File: src/rtl/ue14500_sequencer.sv
// Program sequencer for the UE14500 1-bit ICU: drives the program address, latches operands, handles call/return/loop count.
// Latency: ADDR/SP/PASSES/flags update one cycle after the ICU flag pulse; all outputs are registered.
// Backpressure: RUN=0 (or HALTED=1) freezes all state and drops flag pulses; optional FLF halt via UE14500_SEQ_FLF_HALT_EN.
module ue14500_sequencer #(
   parameter int ADDR_W      = 8,
   parameter int STACK_DEPTH = 4,
   localparam int SP_W       = $clog2(STACK_DEPTH + 1)
) (
   input  logic              i_clk,
   input  logic              i_rst,
   input  logic              i_run,
   input  logic              i_jmp,
   input  logic              i_rtn,
   input  logic              i_fl0,
   input  logic              i_flf,
   input  logic [ADDR_W-1:0] i_target,
   output logic [ADDR_W-1:0] o_addr,
   output logic [SP_W-1:0]   o_sp,
   output logic [7:0]        o_passes,
   output logic              o_ovf,
   output logic              o_unf,
   output logic              o_halted
);

   // Stack index width; a single-entry stack still needs one index bit.
   localparam int IDX_W = (STACK_DEPTH > 1) ? $clog2(STACK_DEPTH) : 1;

   logic [ADDR_W-1:0] r_addr;
   logic [ADDR_W-1:0] r_opnd;
   logic [SP_W-1:0]   r_sp;
   logic [7:0]        r_passes;
   logic              r_ovf;
   logic              r_unf;
   logic [ADDR_W-1:0] r_stack [STACK_DEPTH];

   logic [ADDR_W-1:0] w_addr_nxt;
   logic [ADDR_W-1:0] w_opnd_nxt;
   logic [SP_W-1:0]   w_sp_nxt;
   logic [7:0]        w_passes_nxt;
   logic              w_ovf_nxt;
   logic              w_unf_nxt;
   logic              w_push;
   logic              w_adv;
   logic              w_halted;
   logic [IDX_W-1:0]  w_wr_idx;
   logic [IDX_W-1:0]  w_rd_idx;

   assign w_wr_idx = r_sp[IDX_W-1:0];
   assign w_rd_idx = r_sp[IDX_W-1:0] - IDX_W'(1);

`ifdef UE14500_SEQ_FLF_HALT_EN
   logic r_halted;

   // Halt latch: FLF stops the sequencer after this cycle's advance; only reset releases it.
   always_ff @(posedge i_clk) begin
      if (i_rst) begin
         r_halted <= 1'b0;
      end else if (w_adv && i_flf) begin
         r_halted <= 1'b1;
      end
   end

   assign w_halted = r_halted;
`else
   // FLF has no effect in this build; keep the port consumed.
   logic w_unused;
   assign w_unused = i_flf;
   assign w_halted = 1'b0;
`endif

   // Flag pulses are honoured only while running and not halted.
   assign w_adv = i_run & ~w_halted;

   // Next-state: one address action per cycle, JMP over RTN over sequential step.
   always_comb begin
      w_addr_nxt   = r_addr;
      w_opnd_nxt   = r_opnd;
      w_sp_nxt     = r_sp;
      w_passes_nxt = r_passes;
      w_ovf_nxt    = r_ovf;
      w_unf_nxt    = r_unf;
      w_push       = 1'b0;
      if (w_adv) begin
         w_opnd_nxt = i_target;
         if (i_fl0) begin
            w_passes_nxt = r_passes + 8'd1;
         end
         if (i_jmp) begin
            // The jump is taken even when the return address cannot be saved.
            if (r_sp < SP_W'(STACK_DEPTH)) begin
               w_push   = 1'b1;
               w_sp_nxt = r_sp + SP_W'(1);
            end else begin
               w_ovf_nxt = 1'b1;
            end
            w_addr_nxt = r_opnd;
         end else if (i_rtn) begin
            if (r_sp != '0) begin
               w_addr_nxt = r_stack[w_rd_idx];
               w_sp_nxt   = r_sp - SP_W'(1);
            end else begin
               w_unf_nxt  = 1'b1;
               w_addr_nxt = r_addr + ADDR_W'(1);
            end
         end else begin
            w_addr_nxt = r_addr + ADDR_W'(1);
         end
      end
   end

   // Architectural state registers with synchronous reset.
   always_ff @(posedge i_clk) begin
      if (i_rst) begin
         r_addr   <= '0;
         r_opnd   <= '0;
         r_sp     <= '0;
         r_passes <= '0;
         r_ovf    <= 1'b0;
         r_unf    <= 1'b0;
      end else begin
         r_addr   <= w_addr_nxt;
         r_opnd   <= w_opnd_nxt;
         r_sp     <= w_sp_nxt;
         r_passes <= w_passes_nxt;
         r_ovf    <= w_ovf_nxt;
         r_unf    <= w_unf_nxt;
      end
   end

   // Return stack storage; contents are don't-care after reset, so no reset term.
   always_ff @(posedge i_clk) begin
      if (!i_rst && w_push) begin
         r_stack[w_wr_idx] <= r_addr;
      end
   end

   assign o_addr   = r_addr;
   assign o_sp     = r_sp;
   assign o_passes = r_passes;
   assign o_ovf    = r_ovf;
   assign o_unf    = r_unf;
   assign o_halted = w_halted;

endmodule

File: config.mk
export PLATFORM = sky130hd
export DESIGN_NAME = ue14500_sequencer
export DESIGN_NICKNAME = d
export VERILOG_FILES = /design/src/rtl/ue14500_sequencer.sv
export SDC_FILE = /design/constraint.sdc
export NUM_CORES = 1
export LEC_CHECK = 0
export ABC_CLOCK_PERIOD_IN_PS = 2100
export CORE_MARGIN = 10
export CORE_UTILIZATION = 49
export DETAILED_ROUTE_END_ITERATION = 8
export PLACE_DENSITY_LB_ADDON = 0.08
export SKIP_LAST_GASP = 1
export SLEW_MARGIN = 10
export SYNTH_ARGS = -nofsm -noshare
export SYNTH_HDL_FRONTEND = slang
export SYNTH_SLANG_ARGS = --single-unit
File: constraint.sdc
create_clock -name i_clk -period 2.1 [get_ports i_clk]
set_input_delay 0.21 -clock i_clk [delete_from_list [all_inputs] [get_ports i_clk]]
set_output_delay 0.21 -clock i_clk [all_outputs]
set_load 0.05 [all_outputs]
==> out/qor.yml, run 1 <==
die:
  start_util_pct: 49.8
  dieArea_mm2: 0.00890
  die_h_um: 94.3
  fp-row-count: 27
  core_area_mm2: 0.00544
  die_x_um: 94.3
  io-pin-count: 37
yosys:
  synth_flop_cell: "edfxtp_1"
  synth-seq-cells: 61
  syn_inst: 224
  synthArstFlopShare_pct: 0
  synth.distinct_cells: 45
  syn_area_mm2: 0.00271
  synth-edff-count: 32
  synth_area_per_cell_um2: 12.1
  syn_nets: 247
  synth_seq_area_share_pct: 56.9
  synth_warnings: 0
timing:
  min_period_ns: 2.00
  setup_viol: 0
  finalSetupTns_ns: 0
  period_share_pct: 95.3
  fmax_mhz: 500
  finClkSkew_ns: 0.00552
  drv_slew: 0
  maxSlewHeadroom_pct: 66.1
  hold_violations: 0
  rsz0062_at_grt: "no"
  max_slew.worst_pin.slew_ns: 0.507
worst_hold_path:
  hp-class: "flop to flop"
cells_and_area:
  area_growth_pct: 26.8
  nets: 296
  finalInstanceArea_mm2: 0.00343
  antenna_cells: 0
  drive_above_1_share_pct: 13.3
drt:
  drt_pre_antenna_iters: 7
  wirelength_um: 5920
  drc: 0
  via_per_inst: 5.53
  vias: 1936
  ant_nets: 0
  drtIter0Drc: 140
  route.detailed.wl_per_inst_um: 16.9
placement:
  port_buffers: 34
  place.gp.congestion: 0.818
  place.detailed.hpwl_um: 4290
  dpl_cell_area_mm2: 0.00322
worst_setup_path:
  crit_end: "o_sp[0]"
  end_kind: "output pin"
  r2r_end: "o_addr[7]"
  setup.worst_path.start: "o_sp[0]"
  worstRegToRegCells: 6
  crit_fanout: 10
  reg2reg_slack_ns: 0.16
  arrival_ns: 1.79
  reg2reg_from: "o_sp[0]"
  cp_data_required_time_ns: 1.89
  critical_path_class: "flop to output pin"
  worst_setup_path_start_kind: "flop"
clocking:
  cts_root_buf: "clkbuf_8"
  ctsHoldBuffers: 0
  cts_tree: "done"
  cts_max_path_buffers: 2
  postCtsResizedCells: 0
  h-tree-depth: 3
  post_cts_buffers: 0
  numCtsBuffers: 9
  insertion_delay_ns: 0.33
  cts_sinks: 61
  path_clk_slew_ns: 0.06
grt:
  grt_antenna_before_repair: 0
  grt_pass1_wl_um: 9870
  grt_pass1_vias: 1944
  grt_usage_pct: 14.3
  grt_max_degree: 29
  overflow: 0
power_and_ir_drop:
  p_leak_uw: 0.00123
  powerDensity_mw_per_mm2: 833
  ir_drop_mv: 0.487
flow_run:
  maxCapViolCount: 0
run_status:
  status: "completed"
==> how the worst min path moves through the flow <==
stage,startpoint,cells past startpoint,slack (ns),end
floorplan,i_target[7],2,0.36,r_opnd[7]
global placement,o_ovf,2,0.45,o_ovf
detailed placement,o_ovf,2,0.46,o_ovf
CTS,o_ovf,2,0.47,o_ovf
global route,r_opnd[2],2,0.50,o_addr[2]
finish,o_ovf,2,0.46,o_ovf
==> critical path, cell delays in order (launching register included) <==
cell and delay [ns]:
dfxtp_4 0.46, buf_4 0.19, clkdlybuf4s50_1 0.81
==> synth_stat cells (2+ instances only) <==
cell type	number	area, um2
a21oi_1	13	65.1
a22oi_1	2	15.0
ha_1	7	87.6
nor2_1	24	90.1
mux4_2	3	67.6
o21ai_0	8	40.0
a311oi_1	4	35.0
nor3_1	5	25.0
buf_1	4	15.0
nand2_1	9	33.8
edfxtp_1	32	961
buf_2	3	15.0
clkbuf_1	2	7.51
mux4_1	5	131
inv_1	11	41.3
or3_1	4	25.0
a31oi_1	4	25.0
nand4_1	2	12.5
dfxtp_1	29	581
mux2i_1	9	90.1
nand3_1	8	40.0
a2111oi_0	2	17.5
xnor2_1	7	61.3
xor2_1	2	17.5
and3_1	4	25.0
nor2b_1	2	12.5
==> where the power goes <==
| group | total [uW] | internal [uW] | switching, uW | leakage [uW] |
|---|---|---|---|---|
| sequential | 1340 | 1300 | 42.4 | 0.000534 |
| combinational | 421 | 179 | 243 | 0.000595 |
| clock | 1100 | 667 | 430 | 0.000101 |
| total | 2860 | 2140 | 715 | 0.00123 |
==> per-layer routing <==
layer | GRT usage [%] | vias up | part of all wire (%)
met1 | 18.6 | 932 | 48
met4 | 7.72 | 0 | 1.4
met5 | 0 | - | 0
li1 | - | 943 | -
met3 | 3.73 | 7 | 5.2
met2 | 21.2 | 54 | 45
==> flip-flops by register name, summed over array words and instances, names as in the netlist <==
register / cells
o_addr: 8
o_ovf: 1
o_passes: 8
o_sp: 3
o_unf: 1
r_opnd: 8
r_stack: 32
==> area by class of cell <==
type,instances,area [um2]
Inverter,11,43.8
Multi-Input combinational cell,141,1080
Timing Repair Buffer,49,465
Clock inverter,4,72.6
Clock buffer,12,135
Sequential cell,61,1550
Tap cell,72,90.1
Fill cell,460,2010
==> cells by family after synthesis <==
group | Yosys count | share of synthesized area (%)
compound gates | 42 | 10.3
xor+xnor | 9 | 2.91
fa+ha+maj | 8 | 3.97
buf+inv | 22 | 3.70
flops | 61 | 56.9
mux | 17 | 10.7
other cells | 1 | 0.138
simple gates | 64 | 11.4
==> per-stage QoR <==
| step | util (%) | std cells | power [uW] | worst slack, ns | hold slack [ns] |
|---|---|---|---|---|---|
| 2_1_floorplan | - | 224 | 1640 | 0.0146 | 0.357 |
| 3_3_place_gp | 59.3 | 334 | 1780 | 0.175 | 0.452 |
| 3_5_place_dp | 59.3 | 334 | 1790 | 0.156 | 0.455 |
| 4_1_cts | 63.1 | 350 | 2890 | 0.0686 | 0.468 |
| 5_1_grt | 63.1 | 350 | 2960 | 0.0419 | 0.504 |
| 6_report | 63.1 | 350 | 2860 | 0.0994 | 0.462 |
==> layout by cell type (no fill, tap or decap), drive strengths merged, types with 2 or more instances in the layout <==
| cell type | n |
|---|---|
| a2111oi | 2 |
| a21oi | 13 |
| a22oi | 2 |
| a311oi | 4 |
| a31oi | 4 |
| and3 | 4 |
| buf | 15 |
| bufinv | 2 |
| clkbuf | 12 |
| clkdlybuf4s50 | 34 |
| dfxtp | 29 |
| edfxtp | 32 |
| ha | 7 |
| inv | 11 |
| mux2i | 9 |
| mux4 | 8 |
| nand2 | 9 |
| nand3 | 8 |
| nand4 | 2 |
| nor2 | 25 |
| nor2b | 2 |
| nor3 | 5 |
| o21ai | 8 |
| o311ai | 2 |
| or3 | 4 |
| xnor2 | 7 |
| xor2 | 2 |
(Power assumes the default switching activity.)
==> run 2: changes to the inputs <==
Settings changed: SLEW_MARGIN 10 to 20.
==> results of run 2 <==
The final DEF is identical to that of run 1; final timing and power are the same.
